===== config.mk =====
export PLATFORM = sky130hd
export DESIGN_NAME = transmitter_buffer
export DESIGN_NICKNAME = d
export VERILOG_FILES = /design/src/rtl/transmitter_buffer.sv
export SDC_FILE = /design/constraint.sdc
export NUM_CORES = 1
export LEC_CHECK = 0
export ABC_CLOCK_PERIOD_IN_PS = 4600
export CELL_PAD_IN_SITES_DETAIL_PLACEMENT = 1
export CELL_PAD_IN_SITES_GLOBAL_PLACEMENT = 2
export CORE_MARGIN = 10
export CORE_UTILIZATION = 37
export DETAILED_ROUTE_END_ITERATION = 16
export PLACE_DENSITY_LB_ADDON = 0.1
export SLEW_MARGIN = 20
export SYNTH_ARGS = -nofsm -noshare
export SYNTH_HDL_FRONTEND = slang
export SYNTH_SLANG_ARGS = --single-unit

===== constraint.sdc =====
create_clock -name clk -period 4.6 [get_ports clk]
set_input_delay 0.92 -clock clk [delete_from_list [all_inputs] [get_ports clk]]
set_output_delay 0.92 -clock clk [all_outputs]
set_load 0.005 [all_outputs]

===== src/rtl/transmitter_buffer.sv =====
// transmitter_buffer: wraps a payload in START/slice-index/END bytes and shifts it out LSB first,
// one bit per modulator tick, followed by an idle gap of GAP_BITS ticks.
module transmitter_buffer #(
    parameter int         DATA_WIDTH     = 48,
    parameter int         INDEX_WIDTH    = 8,
    parameter int         NETWORK_SLICES = 4,
    parameter logic [7:0] START_CHAR     = 8'h7E,
    parameter logic [7:0] END_CHAR       = 8'h81,
    parameter int         GAP_BITS       = 8
) (
    input  logic                  clk,
    input  logic                  reset_n,
    input  logic [DATA_WIDTH-1:0] sys_packet,
    input  logic                  load,
    output logic                  ready,
    input  logic                  tick,
    input  logic                  abort,
    output logic                  data_stream,
    output logic                  tx_active,
    output logic                  done
);
    localparam int FRAME_W = DATA_WIDTH + INDEX_WIDTH + 16;
    localparam int BIT_W   = $clog2(FRAME_W);
    localparam int GAP_W   = $clog2(GAP_BITS + 1);
    localparam logic [1:0] IDLE = 2'd0;
    localparam logic [1:0] SEND = 2'd1;
    localparam logic [1:0] GAP  = 2'd2;
    localparam logic [BIT_W-1:0]       BIT_LAST  = BIT_W'(FRAME_W - 1);
    localparam logic [GAP_W-1:0]       GAP_LAST  = GAP_W'(GAP_BITS - 1);
    localparam logic [INDEX_WIDTH-1:0] SLICE_MAX = INDEX_WIDTH'(NETWORK_SLICES - 1);

    logic [1:0]             state_q, state_d;
    logic [FRAME_W-1:0]     shift_q, shift_d;
    logic [BIT_W-1:0]       bit_cnt_q, bit_cnt_d;
    logic [GAP_W-1:0]       gap_cnt_q, gap_cnt_d;
    logic [INDEX_WIDTH-1:0] slice_q, slice_d;
    logic                   done_q, done_d;

    assign ready       = state_q == IDLE;
    assign tx_active   = state_q == SEND;
    assign data_stream = tx_active & shift_q[0];
    assign done        = done_q;

    always_comb begin
        state_d   = state_q;
        shift_d   = shift_q;
        bit_cnt_d = bit_cnt_q;
        gap_cnt_d = gap_cnt_q;
        slice_d   = slice_q;
        done_d    = 1'b0;
        if (state_q == IDLE) begin
            // abort takes priority over a simultaneous load
            if (load && !abort) begin
                state_d   = SEND;
                shift_d   = {END_CHAR, sys_packet, slice_q, START_CHAR};
                bit_cnt_d = '0;
                slice_d   = (slice_q == SLICE_MAX) ? '0 : slice_q + 1'b1;
            end
        end else if (abort) begin
            state_d   = IDLE;
            shift_d   = '0;
            bit_cnt_d = '0;
            gap_cnt_d = '0;
        end else if (tick && state_q == SEND) begin
            shift_d = shift_q >> 1;
            if (bit_cnt_q == BIT_LAST) begin
                state_d   = GAP;
                done_d    = 1'b1;
                gap_cnt_d = '0;
            end else begin
                bit_cnt_d = bit_cnt_q + 1'b1;
            end
        end else if (tick) begin
            if (gap_cnt_q == GAP_LAST) state_d = IDLE;
            else gap_cnt_d = gap_cnt_q + 1'b1;
        end
    end

    always_ff @(posedge clk or negedge reset_n) begin
        if (!reset_n) begin
            state_q   <= IDLE;
            shift_q   <= '0;
            bit_cnt_q <= '0;
            gap_cnt_q <= '0;
            slice_q   <= '0;
            done_q    <= 1'b0;
        end else begin
            state_q   <= state_d;
            shift_q   <= shift_d;
            bit_cnt_q <= bit_cnt_d;
            gap_cnt_q <= gap_cnt_d;
            slice_q   <= slice_d;
            done_q    <= done_d;
        end
    end
endmodule


==> run_results.csv <==
group,metric,value,unit
synthesis,async_reset_ff_share,100,%
synthesis,ys_top_cells_by_count,"94 x dfrtp_1, 88 x nand2_1, 61 x a21oi_1",
finish,nFillCells,1422,
synthesis,synth-edff-count,0,
sta,period_minus_slack,3.37,ns
drt,drt_iter0_drc,269,
synthesis,synth_flop_cell,"dfrtp_1",
finish,final_util,45.6,%
synthesis,synth_most_common_cell,"dfrtp_1",
clocking,cts_setup_buffers,0,
synthesis,synth.top_cells.by_area,"dfrtp_1 50%, nor3b_1 9.0%, nand2_1 7.1%",
finish,layout-drive-gt1-share,5.37,%
critical_path,max_stage_delay,0.59,ns
sta,hold_viol_final,0,
place,place_congestion,0.744,
die,rows,40,
drt,drt-total-wl,11.1,mm
drt,via_per_inst,5.24,
finish,area_delta_synth_final,18.9,%
critical_path,worstPathRequired,3.68,ns
synthesis,netlist.area_leader.share,50.5,%
finish,final_cells,708,
critical_path,reg2reg_depth,6,
critical_path,cp_slowest_cell,"clkdlybuf4s50_1",
sta,rsz0062_at_grt,"no",
grt,grt_max_degree,124,
synthesis,yosys.area.top_type,"dfrtp_1",
power_and_ir_drop,netSwitchingFraction,35.8,%
drt,drt-pass1-iter-count,4,
place,dpl.hpwl,7.00,mm
critical_path,cp_max_fo,24,
die,fp.coreArea,0.0122,mm²
clocking,cts_root_buf,"clkbuf_16",
sta,worst_slack,1.23,ns
clocking,h-tree-depth,3,
power_and_ir_drop,switchingPower,1.06,mW
clocking,holdBufCountCts,0,
power_and_ir_drop,pwr-share-comb,33.1,%
grt,track_usage,13.2,%
clocking,clock-sinks,94,
drt,vias,3708,
critical_path,cp_cell_sequence,"or2_1 -> clkinv_2 -> clkdlybuf4s50_1",
synthesis,syn_inst,506,
sta,slew_headroom,39.8,%
power_and_ir_drop,seq_power_share,42.5,%
die,start_util,38.3,%
critical_path,endpoint_kind,"output port",
power_and_ir_drop,power,2.96,mW
critical_path,worstReg2RegStart,"state_q[1]",
hold_path,min-delay-start,"shift_q[68]",
sta,finalSetupViolCount,0,
critical_path,arrival,2.45,ns
place,dp_slack,1.54,ns
sta,tightest_slew,0.904,ns
hold_path,hold_depth,2,
drt,final_antenna_net_count,0,
die,die_w,132,µm
sta,fmax,297,MHz
run,max_cap_violations,0,
synthesis,yosysWarnings,0,
hold_path,hold_end,"shift_q[68]",
critical_path,criticalPathCategory,"flip-flop to output port",
grt,antenna_found_initial,0,
clocking,clk_latency,0.34,ns
power_and_ir_drop,p_per_area,534,mW/mm²
drt,drc,0,
finish,num_antenna_cells,0,
finish,layout.area.seq,0.00235,mm²
critical_path,start_kind,"flip-flop",
synthesis,synth_area_per_cell,9.21,µm²
power_and_ir_drop,leakage,2.22,nW
drt,post_drt_wl_per_cell,15.7,µm
clocking,cts_resized,0,
synthesis,yosysSeqAreaShare,50.5,%
power_and_ir_drop,p_int,1.90,mW
sta,slew_violations,0,
finish,multi_input_area,0.00207,mm²
grt,overflow,0,
sta,worst_hold_slack,0.471,ns
sta,finalClockSkew,0.00685,ns
place,port_buffers,56,
critical_path,critPathTopFamily,"buffers and inverters",
hold_path,worstHoldPathType,"flip-flop to flip-flop",
die,boundaryPins,57,
place,place_inst,692,
sta,tns,0,ns
finish,stdcell_area,0.00554,mm²
clocking,cts_buffer_depth,2,
critical_path,reg2reg_slack,1.86,ns
die,die_area,0.0175,mm²
place,postPlaceCellArea,0.00525,mm²
grt,grt_pass1_wl,19.4,mm
run_status,outcome,"finished clean",
clocking,path_clk_slew,0.06,ns
clocking,cts_made_buffers,9,
critical_path,path_buf_inv,2,
power_and_ir_drop,ir_drop,0.252,mV
synthesis,synth_nets,562,
synthesis,synth-seq-cells,94,
sta,finalCritPeriodShare,73.2,%
finish,fin_nets,591,
power_and_ir_drop,p_clk_share,24.4,%
grt,grt_pass1_vias,3970,
die,die_y,132,µm
synthesis,synth_cell_types,46,
synthesis,syn-cell-area,0.00466,mm²
clocking,cts_tree,"done",
critical_path,r2r_end,"shift_q[56]",
how the worst max path moves through the flow:
stage | cells after the start | start | end | slack [ns]
after floorplan | 5 | state_q[0] | ready | 2.46
after global placement | 3 | state_q[1] | ready | 1.63
after detailed placement | 3 | state_q[1] | ready | 1.54
after CTS | 3 | state_q[1] | ready | 1.17
after global routing | 3 | state_q[1] | ready | 1.03
final | 3 | state_q[1] | ready | 1.23
flip-flops by register name, indices dropped and copies added, names as in the netlist:
name       flops
bit_cnt_q      7
done           1
gap_cnt_q      4
shift_q       72
slice_q        8
state_q        2
logic make-up (layout without fill, tap and decap cells):
family	Yosys count	in the layout	synth area share, %
xor+xnor	5	5	0.940
compound gates	148	148	17.8
fa+ha+maj	3	3	0.805
flops	94	94	50.5
mux	2	2	0.456
simple gates	206	206	24.4
buf+inv	48	82	5.10
power groups by stage:
stage,combinational [mW],clock (mW),sequential (mW)
after floorplan,0.811,0,1.23
after global placement,0.968,0,1.26
after detailed placement,1.00,0,1.27
after CTS,1.01,0.747,1.26
after global routing,1.13,0.790,1.30
final,0.978,0.722,1.26
worst register-to-register path, cell delays in order, from the launching register on:
cell      delay (ns)
dfrtp_1         0.55
or2_1           0.52
clkinv_2        0.45
buf_4           0.51
nor3b_1         0.36
a21oi_1         0.06
o21ai_0         0.21
layout by cell type, fill, tap and decap left out, types with 2 or more instances in the layout:
cell type,count
nor3b_1,56
clkdlybuf4s50_1,54
clkbuf_16,9
dfrtp_1,94
buf_4,4
ha_1,3
nor2b_1,3
a21o_1,2
nand3b_1,2
or2_1,2
xnor2_1,4
o31ai_1,2
a211oi_1,2
o21ai_1,16
and2_1,3
a31oi_1,11
nand3_1,14
nand4_1,4
clkinv_2,3
a21oi_1,61
nand2b_1,9
and4_1,2
clkbuf_8,3
nand2_1,88
nor3_1,3
nor4b_4,2
nor2_1,12
and3_1,2
inv_1,5
o21ai_0,45
routing by layer:
| metal | global-route usage [%] | vias up | share of wire (%) |
|---|---|---|---|
| met5 | 0 | - | 0 |
| met4 | 5.32 | 0 | 1.5 |
| met3 | 2.71 | 13 | 2.4 |
| met2 | 20.8 | 44 | 47 |
| met1 | 17.1 | 1830 | 49 |
| li1 | - | 1821 | - |
layout make-up:
class	count	area share, %
Inverter	6	0.429
Multi-Input combinational cell	364	37.4
Clock buffer	13	4.88
Timing Repair Buffer	60	10.7
Tap cell	168	3.79
Clock inverter	3	0.316
Sequential cell	94	42.5
Note: power is estimated with default switching activity, not from simulation.
